<file path="src/rtl/cordic_angle_seq.sv">
// -----------------------------------------------------------------------------
// cordic_angle_seq
//   Front-end sequencer for a CORDIC cosine core whose convergence range is
//   [-pi/2, pi/2]. A full-range Q3.13 angle is accepted, wrapped to [-pi, pi],
//   then folded into the core's range. The folded angle is sent to the core as
//   a Q2.14 theta together with a one-cycle start pulse. The sequencer waits for
//   a rising edge on the core's fin, fixes the sign of the cosine when the angle
//   was folded, and presents the result over a valid/ready handshake. If fin
//   never rises, a timeout result (cos 0, err 1) is presented instead.
//
// Ports
//   clk          in   rising-edge clock
//   rst_b        in   asynchronous active-low reset
//   in_vld       in   angle valid
//   in_rdy       out  idle, ready to accept an angle
//   angle        in   signed Q3.13 radians, [-4, 4)
//   out_vld      out  result valid
//   out_rdy      in   consumer accepts result
//   cos_out      out  signed Q2.14 cosine
//   err          out  result produced by timeout (qualified by out_vld)
//   cordic_theta out  Q2.14 angle to the core
//   cordic_bgn   out  one-cycle start pulse to the core
//   cordic_cos   in   cosine from the core
//   cordic_fin   in   done level from the core
// -----------------------------------------------------------------------------
module cordic_angle_seq #(
  parameter int DW  = 16,
  parameter int TMO = 31,
  parameter int TW  = 5
) (
  input  logic                 clk,
  input  logic                 rst_b,
  input  logic                 in_vld,
  output logic                 in_rdy,
  input  logic signed [DW-1:0] angle,
  output logic                 out_vld,
  input  logic                 out_rdy,
  output logic signed [DW-1:0] cos_out,
  output logic                 err,
  output logic signed [DW-1:0] cordic_theta,
  output logic                 cordic_bgn,
  input  logic signed [DW-1:0] cordic_cos,
  input  logic                 cordic_fin
);

  // One extra bit of headroom so the wrap by 2*pi never overflows.
  localparam logic signed [DW:0] PI     = 17'sh06488;
  localparam logic signed [DW:0] HPI    = 17'sh03244;
  localparam logic signed [DW:0] TWO_PI = 17'sh0C910;

  typedef enum logic [2:0] {
    IDLE   = 3'd0,
    REDUCE = 3'd1,
    START  = 3'd2,
    WAIT   = 3'd3,
    DONE   = 3'd4,
    HOLD   = 3'd5
  } state_t;

  state_t               state, state_nxt;
  logic signed [DW-1:0] angle_q;
  logic                 neg;
  logic [TW-1:0]        cnt;
  logic                 fin_q;

  logic signed [DW:0]   a_ext, a_wrap, a_fold;
  logic                 neg_nxt;
  logic signed [DW-1:0] theta_nxt;
  logic                 fin_edge;
  logic                 timeout;

  // Negating the most negative code would wrap; clamp it to the largest positive.
  function automatic logic signed [DW-1:0] sat_neg(input logic signed [DW-1:0] x);
    if (x == {1'b1, {(DW-1){1'b0}}})
      return {1'b0, {(DW-1){1'b1}}};
    return -x;
  endfunction

  // Range reduction: wrap to [-pi, pi], then fold into [-pi/2, pi/2].
  // Strict comparisons: +/-HPI stays unfolded, exactly PI wraps/folds to 0.
  always_comb begin
    a_ext   = {angle_q[DW-1], angle_q};
    a_wrap  = a_ext;
    a_fold  = a_ext;
    neg_nxt = 1'b0;
    if (a_ext > PI)
      a_wrap = a_ext - TWO_PI;
    else if (a_ext < -PI)
      a_wrap = a_ext + TWO_PI;
    a_fold = a_wrap;
    if (a_wrap > HPI) begin
      a_fold  = a_wrap - PI;
      neg_nxt = 1'b1;
    end else if (a_wrap < -HPI) begin
      a_fold  = a_wrap + PI;
      neg_nxt = 1'b1;
    end
    // Q3.13 -> Q2.14; |a_fold| <= HPI so the shifted value fits.
    theta_nxt = {a_fold[DW-2:0], 1'b0};
  end

  assign fin_edge = cordic_fin & ~fin_q;
  assign timeout  = (cnt == TW'(TMO));

  always_comb begin
    state_nxt  = state;
    in_rdy     = 1'b0;
    out_vld    = 1'b0;
    cordic_bgn = 1'b0;
    unique case (state)
      IDLE: begin
        in_rdy = 1'b1;
        if (in_vld) state_nxt = REDUCE;
      end
      REDUCE: state_nxt = START;
      START: begin
        cordic_bgn = 1'b1;
        state_nxt  = WAIT;
      end
      WAIT: begin
        if (fin_edge)
          state_nxt = DONE;
        else if (timeout)
          state_nxt = HOLD;
      end
      DONE: state_nxt = HOLD;
      HOLD: begin
        out_vld = 1'b1;
        if (out_rdy) state_nxt = IDLE;
      end
      default: state_nxt = IDLE;
    endcase
  end

  always_ff @(posedge clk or negedge rst_b) begin
    if (!rst_b) begin
      state        <= IDLE;
      angle_q      <= '0;
      neg          <= 1'b0;
      cordic_theta <= '0;
      cnt          <= '0;
      fin_q        <= 1'b0;
      cos_out      <= '0;
      err          <= 1'b0;
    end else begin
      state <= state_nxt;
      case (state)
        // accept boundary
        IDLE: begin
          if (in_vld) angle_q <= angle;
        end
        // reduce -> core boundary: theta holds until the next accept
        REDUCE: begin
          cordic_theta <= theta_nxt;
          neg          <= neg_nxt;
        end
        // Seed fin_q with the current fin level so a fin already high at
        // bgn (left over from the last run, or stuck) is not taken as an edge.
        START: begin
          cnt   <= '0;
          fin_q <= cordic_fin;
        end
        WAIT: begin
          cnt   <= cnt + 1'b1;
          fin_q <= cordic_fin;
          if (!fin_edge && timeout) begin
            err     <= 1'b1;
            cos_out <= '0;
          end
        end
        // core -> output boundary
        DONE: begin
          cos_out <= neg ? sat_neg(cordic_cos) : cordic_cos;
          err     <= 1'b0;
        end
        default: ;
      endcase
    end
  end

endmodule
</file>
<file path="config.mk">
export PLATFORM = sky130hd
export DESIGN_NAME = cordic_angle_seq
export DESIGN_NICKNAME = d
export VERILOG_FILES = /design/src/rtl/cordic_angle_seq.sv
export SDC_FILE = /design/constraint.sdc
export NUM_CORES = 1
export LEC_CHECK = 0
export ABC_AREA = 1
export CAP_MARGIN = 20
export CORE_MARGIN = 1
export CORE_UTILIZATION = 38
export DETAILED_ROUTE_END_ITERATION = 6
export HOLD_SLACK_MARGIN = 0.08
export SETUP_SLACK_MARGIN = 0.3
export SYNTH_ARGS = -nofsm -noshare
export SYNTH_HDL_FRONTEND = slang
export SYNTH_SLANG_ARGS = --single-unit
export TNS_END_PERCENT = 1
</file>
<file path="constraint.sdc">
create_clock -name clk -period 4.4 [get_ports clk]
set_input_delay 0.44 -clock clk [delete_from_list [all_inputs] [get_ports clk]]
set_output_delay 0.44 -clock clk [all_outputs]
set_load 0.1 [all_outputs]
</file>
==> metrics.cfg, run 1 <==
[drt]
route.detailed.drc=0
dr_total_vias=4377
wl_met1_um=5480
wl_per_cell_um=12.5
topRoutingLayerUsed=met4
via_per_inst=4.91
wl_met3_um=531
wl_met2_um=5040
drt_iter0_drc=230
dr.pass1.iters=4
ant_nets=0
drt_wl_total_um=11200

[timing]
fmax_mhz=275
timing.hold.ws_ns=0.246
fin_crit_sh_pct=82.7
finalHoldViolCount=0
rsz0062_at_grt=false
skew_ns=0.00861
worst_pin_slew_ns=1.00
max_slew_margin_pct=33.1
fin_crit_ns=3.64
setup_viol=0
tns_ns=0
drv_slew=0

[cells_and_area]
final_nets=786
area_delta_synth_final_pct=24.8
diodes=0
post_route_cells_drive_above_1_share_pct=11.6
final_cell_mix=198 x nand2_1, 89 x nor2_1, 70 x clkdlybuf4s50_1, 59 x inv_1, 59 x nand3_1
layout_commonest_cell=nand2_1
finalCoreUtilization_pct=48.9

[worst_setup_path]
crit_chain=nand2_1 > nor2_1 > nor2_1 > nand3_2 > nand2_1 > nand3_2 > nand2_4 > inv_1 > ha_1 > nand2_1 > o21ai_1 > nand2_1 > nor2_1 > nor2_2 > nand2_1 > nand2_1 > nand2_1 > o21ai_1 > nand2_1
slowest_stage=nor2_2
rr_endpoint=cordic_theta[13]
cp_top_family=simple AND/OR/NAND/NOR gates
crit_buf_inv=1
end_kind=flip-flop
cp.arrival_ns=3.85
regToRegSetupSlack_ns=0.76
critPathMaxFanout=22
cp.required_ns=4.61
rr_startpoint=angle_q[15]
crit_cells=19
worst_setup_path_start_kind=flip-flop
crit_start=angle_q[15]
r2r_cells=19
crit_type=reg2reg
max_stage_delay_ns=0.59
path_common_cell=nand2_1
crit_end=cordic_theta[13]

[clocking]
clk_pin_slew_ns=0.06
cts_buffers=9
clock_latency_ns=0.33
tritoncts=yes
hold_buffers=0
cts_root_buf=clkbuf_16
clock_sinks=58
post_cts_buffers=0
cts_resized=0
cts_buffer_depth=2
h-tree-depth=3

[global_routing]
grt-ovfl-total=0
grtUsageTotal_pct=19.1
grt_start_max_net_pins=59
grt_pass1_vias=4091
antenna_found_initial=0
grt_first_pass_wirelength_um=19500

[logic_synthesis]
ys_ff_latch=58
synth_top_cell_area_share_pct=32.3
netlist_area_sq_mm=0.00449
synth_seq_area_share_pct=32.3
ys.warnings.count=0
syn_nets=728
synth_area_leaders=dfrtp_1 32%, nand2_1 17%, nor2_1 7.4%
netlist_instances=685
synth_area_leader_cell=dfrtp_1
synth_cell_type_count=48
avgSynthCellArea_sq_um=6.56

[placed_design]
dp_hpwl_um=8470
finalWeightedCongestion=0.891
port_buffers=71

[hold_path]
hold_class=in2async

[floorplanning]
die_w_um=111
ios=73
die_h_um=111
start_util_pct=39.2
core_sq_mm=0.0115
die_area_sq_mm=0.0123
row_count=39

[run]
maxCapViolCount=0

[run_status]
status=finished, final reports clean

-- final cells by class --
cell class                      instances  area, sq um
Multi-Input combinational cell        527         2630
Timing Repair Buffer                   73          721
Tap cell                              143          179
Clock buffer                            9          225
Clock inverter                          7          125
Inverter                               74          280
Fill cell                            1157         5860
Sequential cell                        58         1450
-- worst min-delay path by stage --
stage	end	start
final	cos_out[11]	rst_b
after floorplan	angle_q[0]	rst_b
after global placement	cordic_theta[5]	cordic_theta[5]
after global routing	cos_out[11]	rst_b
after detailed placement	cordic_theta[13]	cordic_theta[13]
after CTS	cos_out[9]	rst_b
-- per-layer routing --
metal / GRT usage (%) / vias to the layer above
met3: 3.34 / 13
met5: 0 / -
met2: 29.7 / 118
li1: - / 2308
met4: 5.33 / 0
met1: 27.1 / 1938
-- registers in the layout, summed over array words and instances (netlist names) --
name,flops
angle_q,16
fin_q,1
cordic_theta,15
state,3
neg,1
cos_out,16
err,1
cnt,5
-- synthesized netlist by cell type, drive strengths merged --
master	count
o41ai	1
a32o	1
a31o	6
clkbuf	9
a22o	2
buf	17
o21ai	34
dfrtp	58
or2	11
inv	71
conb	1
o22ai	1
o31ai	1
o21bai	1
nor2	96
ha	6
nor3	11
xor2	10
a21oi	33
or3	1
a21boi	3
nand4	15
nor3b	1
o211ai	2
clkinv	3
xnor2	5
nand3	65
nand2	218
nor4	2
-- logic make-up (layout without fill, tap and decap cells) --
| kind of cell | count (synthesis) | after routing | synth area share, % |
|---|---|---|---|
| AO/OA/AOI/OAI | 85 | 85 | 11.3 |
| flip-flops | 58 | 58 | 32.3 |
| other | 1 | 1 | 0.0834 |
| AND/OR/NAND/NOR | 420 | 420 | 42.3 |
| adder cells (fa/ha/maj) | 6 | 6 | 1.67 |
| buffers and inverters | 100 | 163 | 9.35 |
| XOR/XNOR | 15 | 15 | 2.92 |
-- stage by stage --
step	cell area, sq um	instances	worst slack (ns)
floorplan	4490	685	1.46
global placement	5260	875	0.996
finish	5610	891	0.763
global route	5610	891	0.305
CTS	5610	891	0.782
detailed placement	5260	875	0.823
Power of run 1 is not shown: default switching activity piles up to over one toggle a cycle in this logic, so the estimate is an artifact.
==> inputs of run 2 (changes only) <==
- clock period: 4.4 -> 3.55 ns (I/O delays scaled with it)
==> run 2 against run 1 <==
Die area unchanged. Critical path type unchanged. Worst hold slack worse by 0.12 ns. Wire length up 3.7%. Worst setup slack worse by 0.23 ns. Sequential cell count unchanged. First-iteration DRC count down 1.7%. Register-to-register slack worse by 0.23 ns. Core utilization up 0.29 points. Cell count up 0.90%. Largest cell class unchanged. Critical endpoint is now cordic_theta[4].
==> metrics.cfg, run 2 (synthesis results as in run 1) <==
[drt]
via_per_inst=4.96  ; +1.0%
route.detailed.drc=0  ; unchanged
drt_iter0_drc=226  ; -1.7%
drt_wl_total_um=11600  ; +3.7%
wl_per_cell_um=12.9  ; +2.8%
dr_total_vias=4462  ; +1.9%
ant_nets=0  ; unchanged
dr.pass1.iters=4  ; unchanged

[placed_design]
port_buffers=71  ; unchanged
dp_cells=883  ; +0.91%
dp_hpwl_um=8950  ; +5.7%
finalWeightedCongestion=0.910  ; +2.1%

[cells_and_area]
layout_commonest_cell=nand2_1
final_cell_mix=198 x nand2_1, 88 x nor2_1, 69 x clkdlybuf4s50_1, 59 x nand3_1, 58 x inv_1
final_nets=794  ; +1.0%
multi_input_area_sq_mm=0.00266  ; +1.2%
reg_top3=angle_q (16), cos_out (16), cordic_theta (15)
final-seq-area_sq_mm=0.00145  ; about the same
area_delta_synth_final_pct=25.6
post_route_cells_drive_above_1_share_pct=13.1  ; +1.5 points
diodes=0  ; unchanged
final_cells=899  ; +0.90%
fillers=1177  ; +1.7%

[clocking]
cts_buffers=9  ; unchanged
clock_sinks=58  ; unchanged
tritoncts=yes
cts_resized=0  ; unchanged
post_cts_buffers=0  ; unchanged
clk_pin_slew_ns=0.06  ; about the same
clock_latency_ns=0.33  ; about the same
cts_root_buf=clkbuf_16
h-tree-depth=3  ; unchanged
cts_buffer_depth=2  ; unchanged
hold_buffers=0  ; unchanged

[timing]
tns_ns=0  ; unchanged
rsz0062_at_grt=true
worst_pin_slew_ns=1.01  ; +0.00500 ns
max_slew_margin_pct=32.7  ; -0.33 points
fmax_mhz=331  ; +20%
fin_crit_ns=3.02  ; -0.618 ns
skew_ns=0.00513  ; -0.00348 ns
fin_crit_sh_pct=85.0  ; +2.4 points
finalHoldViolCount=0  ; unchanged
setup_viol=0  ; unchanged
drv_slew=0  ; unchanged

[floorplanning]
ios=73  ; unchanged
row_count=39  ; unchanged
start_util_pct=39.2  ; unchanged
core_sq_mm=0.0115  ; unchanged
die_area_sq_mm=0.0123  ; unchanged
die_w_um=111  ; unchanged
die_h_um=111  ; unchanged

[global_routing]
grt-ovfl-total=0  ; unchanged
grt_first_pass_wirelength_um=20100  ; +3.0%
grt_pass1_vias=4250  ; +3.9%
antenna_found_initial=0  ; unchanged
grtUsageTotal_pct=19.6  ; +0.49 points
grt_start_max_net_pins=37  ; -37%

[run]
maxCapViolCount=0  ; unchanged

[worst_setup_path]
cp.required_ns=3.77  ; -0.84 ns
end_kind=flip-flop
critPathMaxFanout=12  ; -45%
cp.arrival_ns=3.24  ; -0.61 ns
regToRegSetupSlack_ns=0.53  ; -0.23 ns
worst_setup_path_start_kind=flip-flop
max_stage_delay_ns=0.42  ; -0.17 ns
crit_buf_inv=4  ; +3
path_common_cell=nand2_1
crit_chain=ha_1 > nand3_1 > nand2_1 > nand3_1 > buf_4 > nand4_1 > nand3_2 > nand2_4 > inv_1 > ha_1 > nand2_1 > o21ai_1 > nand2_1 > nor2_2 > nor2_4 > buf_4 > inv_1 > nand2_1 > nand2_1 > nand3_1 > nand2_1
crit_type=reg2reg
cp_top_family=simple AND/OR/NAND/NOR gates
slowest_stage=dfrtp_1

[run_status]
status=finished, final reports clean

[hold_path]
hold_class=in2async

[run 2: cell count changes in the layout (fill, tap and decap cells not counted), sizes merged]
cell	delta
clkinvlp	+2
clkdlybuf4s50	-1
bufinv	-2
buf	+9
[run 2: per-stage QoR]
stage / hold WS, ns / cell area (sq um) / worst slack (ns) / util [%]
2_1_floorplan: 0.0594 / 4490 / 0.690 / -
4_1_cts: 0.154 / 5610 / 0.309 / 48.9
3_3_place_gp: 0.463 / 5320 / 0.474 / 46.4
6_report: 0.128 / 5640 / 0.531 / 49.2
3_5_place_dp: 0.469 / 5320 / 0.316 / 46.4
5_1_grt: 0.193 / 5640 / 0.213 / 49.2
[run 2: routing by layer]
metal | wire length (um) | global-route usage [%] | up-vias
met5 | 0 | 0 | -
met4 | 131 | 4.98 | 0
met3 | 436 | 3.94 | 13
met2 | 5230 | 31.3 | 99
met1 | 5800 | 27.0 | 2022
li1 | - | - | 2328
[run 2: cell type report]
type / count / area share (%)
clock inverter: 7 / 1.22
timing repair buffer: 81 / 13.8
clock buffer: 9 / 3.99
multi-input combinational: 527 / 47.1
sequential: 58 / 25.7
inverter: 74 / 4.97
tap: 143 / 3.17
[run 2: final timing paths]
path                                        from                to  cells past startpoint
max in group asynchronous                  rst_b   cordic_theta[9]                      2
worst max-delay path                  angle_q[5]   cordic_theta[4]                     21
worst min register to register  cordic_theta[12]  cordic_theta[12]                      2
worst max register to register        angle_q[5]   cordic_theta[4]                     21
worst min-delay path                       rst_b        cos_out[8]                      1
min in group clk                cordic_theta[12]  cordic_theta[12]                      2
Power of run 2 is left out for the same reason.
==> RTL change 1 (flow settings as in run 2) <==
Reset style: synchronous (`rst_b`), changed in one clocked block. Comments in the files are not updated.
--- a/src/rtl/cordic_angle_seq.sv
+++ b/src/rtl/cordic_angle_seq.sv
@@ -133,5 +133,5 @@
   end
 
-  always_ff @(posedge clk or negedge rst_b) begin
+  always_ff @(posedge clk) begin
     if (!rst_b) begin
       state        <= IDLE;
Check against the original RTL: differs if rst_b is asserted again (counterexample within 4 cycles, from zero or initial values and one cycle with rst_b low); with rst_b held inactive, the same outputs for 10 cycles.
==> RTL change 1 against run 2 <==
  * Worst setup slack better by 0.058 ns
  * Synthesized cell count rose by 5.8%
  * Wire length up 10%
  * First-iteration DRC count is 17% higher
  * Synthesized area is 2.1% lower
  * Sequential cell count unchanged
  * Clock skew is 0.0070 ns higher
  * Design area hardly changed
  * Critical path type unchanged
  * Largest cell class unchanged
==> RTL change 1: results <==
metrics = {
    "setup_path": {
        "reg2reg_slack_ns": 0.59,
        "r2r_cells": 22,
        "r2r_start": "angle_q[4]",
        "critical_path_arrival_ns": 3.18,
        "crit_fanout": 10,
    },
    "route": {
        "drt_iter0_markers": 265,
        "viasPerCell": 5.14,
        "vias": 4849,
        "first_pass_iters": 5,
    },
    "global_route": {
        "grt_max_degree": 34,
        "grt_pass1_vias": 4589,
        "grt_pass1_wl_mm": 21.3,
        "grt_use_total_pct": 22.7,
    },
    "placed_design": {
        "pre_cts_slack_ns": 0.232,
        "placed_cells": 919,
        "gp_congestion": 0.923,
        "post-dp-hpwl_mm": 9.43,
    },
    "timing": {
        "worst_slew_pin_slew_ns": 1.03,
        "skew_ns": 0.0121,
    },
    "run_status": {
        "status": "complete, no violations",
    },
    "cells_and_area": {
        "drive_gt1_share_pct": 12.0,
        "nNetsFinal": 841,
    },
    "logic_synthesis": {
        "avgSynthCellArea_sq_um": 6.07,
        "synthArstFlopShare_pct": 0,
        "netlist_top_cells_count": "nand2_1, nor2_1, inv_1",
        "synth-compound-area-share_pct": 16.2,
        "yosys-top-cells-area": "dfxtp_1, nand2_1, nor2_1, a21oi_1, o21ai_0",
        "synth_cell_types": 41,
        "synth_fa_ha_area_share_pct": 1.71,
        "syn-num-nets": 768,
        "synth_xor_area_share_pct": 3.38,
        "synthFlopType": "dfxtp_1",
    },
    "min_path": {
        "min_path_type": "register to register",
    },
}
[RTL change 1: changes by cell type in the layout (fill, tap and decap cells not counted), moves of 8 or more]
cell	delta
nand3_1	-11
or2_2	-8
dfrtp_1	-57
o21ai_0	+27
a21oi_1	+30
dfxtp_1	+54
[RTL change 1: cell families after synthesis]
family          Yosys count
simple gates            408
compound gates          135
buf+inv                 100
flops                    58
xor+xnor                 17
fa+ha+maj                 6
other cells               1
[RTL change 1: routing by layer]
metal  up-vias  wire (microns)  global-route usage (%)
li1       2511               -                       -
met1      2212            6190                    29.3
met2       103            5840                    37.3
met3        23             504                    4.80
met4         0             268                    8.29
met5         -               0                       0
[RTL change 1: area by class of cell]
cell class,count,area (sq um)
sequential,58,1170
tap,140,175
clock buffer,10,239
timing repair buffer,84,808
fill,1129,5440
inverter,77,297
clock inverter,6,66.3
multi-input combinational,568,2890
[RTL change 1: worst min-delay path by stage]
stage | to | slack [ns] | cells after the start
final | cos_out[11] | 0.46 | 2
after global routing | cos_out[2] | 0.49 | 2
after global placement | cnt[3] | 0.46 | 2
after CTS | cos_out[11] | 0.47 | 2
after detailed placement | cos_out[11] | 0.46 | 2
after floorplan | cnt[4] | 0.44 | 2
[RTL change 1: stage by stage]
step                power [uW]  area (sq um)  utilization (%)
global placement          4170          5210             47.0
finish                    5140          5640             50.9
global route              5550          5640             50.9
floorplan                 3500          4400                -
CTS                       5100          5530             49.9
detailed placement        4190          5210             47.0
[RTL change 1: timing repair]
action | 4_1_cts | 5_1_grt
endpoints found under the setup margin | 5 | 13
setup buffers | 1 | 6
gates cloned | 0 | 1
pin swaps | 0 | 2
hold buffers | 0 | 0
gates resized for setup | 1 | 17
==> RTL change 2 (flow settings as in run 2) <==
Made on the original files. `DW`: 16 -> 32.
--- a/src/rtl/cordic_angle_seq.sv
+++ b/src/rtl/cordic_angle_seq.sv
@@ -25,5 +25,5 @@
 // -----------------------------------------------------------------------------
 module cordic_angle_seq #(
-  parameter int DW  = 16,
+  parameter int DW  = 32,
   parameter int TMO = 31,
   parameter int TW  = 5
Ports: changed (resized angle, cordic_cos, cordic_theta and cos_out); port bits go from 73 to 137. The function was not compared with the original's and may differ.
==> RTL change 2 against run 2 <==
  * Sequential share of layout area is 7.4 points lower
  * Wire length rose to 3.5 times the old value
  * Worst setup slack worse by 0.21 ns
  * Synthesized area is 140% higher
  * Sequential cell count increased by 48
  * Synthesized cell count grew to 2.7 times the old value
  * Design area increased to 2.6 times the old value
  * Critical path type unchanged
Power is left out: the tool's default activity adds up to more than one toggle a clock period on the data nets, which glitch-free logic cannot reach.
==> RTL change 2: results <==
metrics = {
    "min_path": {
        "min_path_type": "register to register",
        "hold-path-endpoint": "cordic_theta[20]",
        "hp-start": "cordic_theta[20]",
        "hold_path_depth": 2,
    },
    "global_route": {
        "grt_pass1_vias": 11600,
        "grt_use_total_pct": 28.1,
        "antenna_found_initial": 0,
        "grt_pass1_wl_mm": 63.6,
        "grt_max_degree": 65,
    },
    "cells_and_area": {
        "diodes": 0,
        "nNetsFinal": 2156,
        "reg_top3": "angle_q x32, cos_out x32, cordic_theta x31",
        "drive_gt1_share_pct": 22.4,
        "final_common_cell": "nand2_1",
    },
    "run_status": {
        "status": "complete, no violations",
    },
    "timing": {
        "skew_ns": 0.0140,
        "slew_headroom_pct": 30.7,
    },
    "route": {
        "viasPerCell": 5.09,
        "wl_mm": 41.1,
        "first_pass_iters": 5,
        "drt_iter0_markers": 989,
    },
    "logic_synthesis": {
        "synthFlopType": "dfrtp_1",
        "synth_cell_types": 51,
        "synth-seq-area-share_pct": 24.5,
        "yosys-top-cells-area": "dfrtp_1, nand2_1, nand3_1, nor2_1, inv_1",
        "netlist_top_cells_count": "nand2_1, nor2_1, nand3_1",
        "synthArstFlopShare_pct": 100,
        "syn-num-nets": 1903,
    },
    "setup_path": {
        "r2r_start": "angle_q[5]",
        "reg2reg_slack_ns": 0.32,
        "critical_path_arrival_ns": 3.50,
        "r2r_cells": 26,
        "crit_fanout": 5,
        "r2r_end": "cordic_theta[31]",
    },
    "cts": {
        "clk_path_buf_depth": 2,
        "numCtsBuffers": 9,
        "htreeDepth": 3,
        "worstSkewPairLatency_ns": 0.38,
        "cts.clk_slew.worst_paths_ns": 0.08,
    },
    "placed_design": {
        "gp_congestion": 0.964,
        "io_buffers": 135,
        "post-dp-hpwl_mm": 32.1,
    },
}
==> RTL change 2: layer usage <==
metal  up-vias  share of wire [%]  GRT usage [%]
met4         0                2.8           11.0
met3        60                4.4           2.01
met2       362                 46           44.0
met5         -                  0              0
li1       6321                  -              -
met1      5781                 46           39.9
==> RTL change 2: cell type report <==
type / instances / area [sq um]
timing repair buffer: 307 / 2870
inverter: 154 / 596
clock buffer: 10 / 229
sequential: 106 / 2680
clock inverter: 6 / 61.3
tap: 378 / 473
multi-input combinational: 1501 / 7690
fill: 2965 / 13300
==> RTL change 2: how the worst max path moves through the flow <==
stage               slack, ns                to  depth (start not counted)
finish                   0.32  cordic_theta[31]                         26
detailed placement       0.15   cordic_theta[8]                         22
global placement         0.10  cordic_theta[21]                         17
global route             0.16  cordic_theta[20]                         27
floorplan                0.35  cordic_theta[13]                         30
CTS                      0.29  cordic_theta[21]                         23
==> RTL change 2: critical path, cell delays in order, from the launching register on <==
cell and delay (ns):
dfrtp_1 0.44, inv_2 0.09, ha_4 0.17, inv_2 0.06, nor2_4 0.04, nand2_1 0.07
nand2_1 0.06, nor2_2 0.10, nor2_2 0.06, nand2_4 0.10, buf_6 0.12, nand4_1 0.30
nand2_4 0.21, nand2_4 0.06, nand2_4 0.11, nand2_4 0.07, nor2_4 0.13, nand2_2 0.08
nor2_4 0.13, nand3_2 0.11, nand3_4 0.18, clkbuf_16 0.17, nand2_2 0.06, nand2_1 0.06
nand2_1 0.05, nand3_1 0.06, nand2_1 0.05
==> RTL change 2: metrics by stage <==
step                      util (%)  instance area (sq um)  instances  hold WS (ns)  setup WS (ns)
after floorplan                  -                  10800       1826        0.0594          0.347
after global placement        47.7                  13300       2409         0.439          0.103
after detailed placement      47.7                  13300       2409         0.444          0.147
after CTS                     49.3                  13800       2431         0.487          0.289
after global routing          52.2                  14600       2462         0.494          0.162
final                         52.2                  14600       2462         0.475          0.318
==> RTL change 2: timing repair <==
item	4_1_cts	5_1_grt
setup buffers	3	28
pin swaps	6	48
endpoints found under the hold margin	47	0
resized for setup	32	153
gates cloned	2	3
hold buffers	1	0
endpoints found under the setup margin	29	30
==> RTL change 2: cell families (layout without fill, tap and decap cells) <==
group | count (synthesis) | count (layout) | synth area share, %
buffers and inverters | 222 | 477 | 9.64
XOR/XNOR | 62 | 62 | 5.01
adder cells (fa/ha/maj) | 8 | 8 | 0.924
other | 1 | 1 | 0.0346
AND/OR/NAND/NOR | 1252 | 1255 | 50.5
flip-flops | 106 | 106 | 24.5
AO/OA/AOI/OAI | 175 | 175 | 9.38
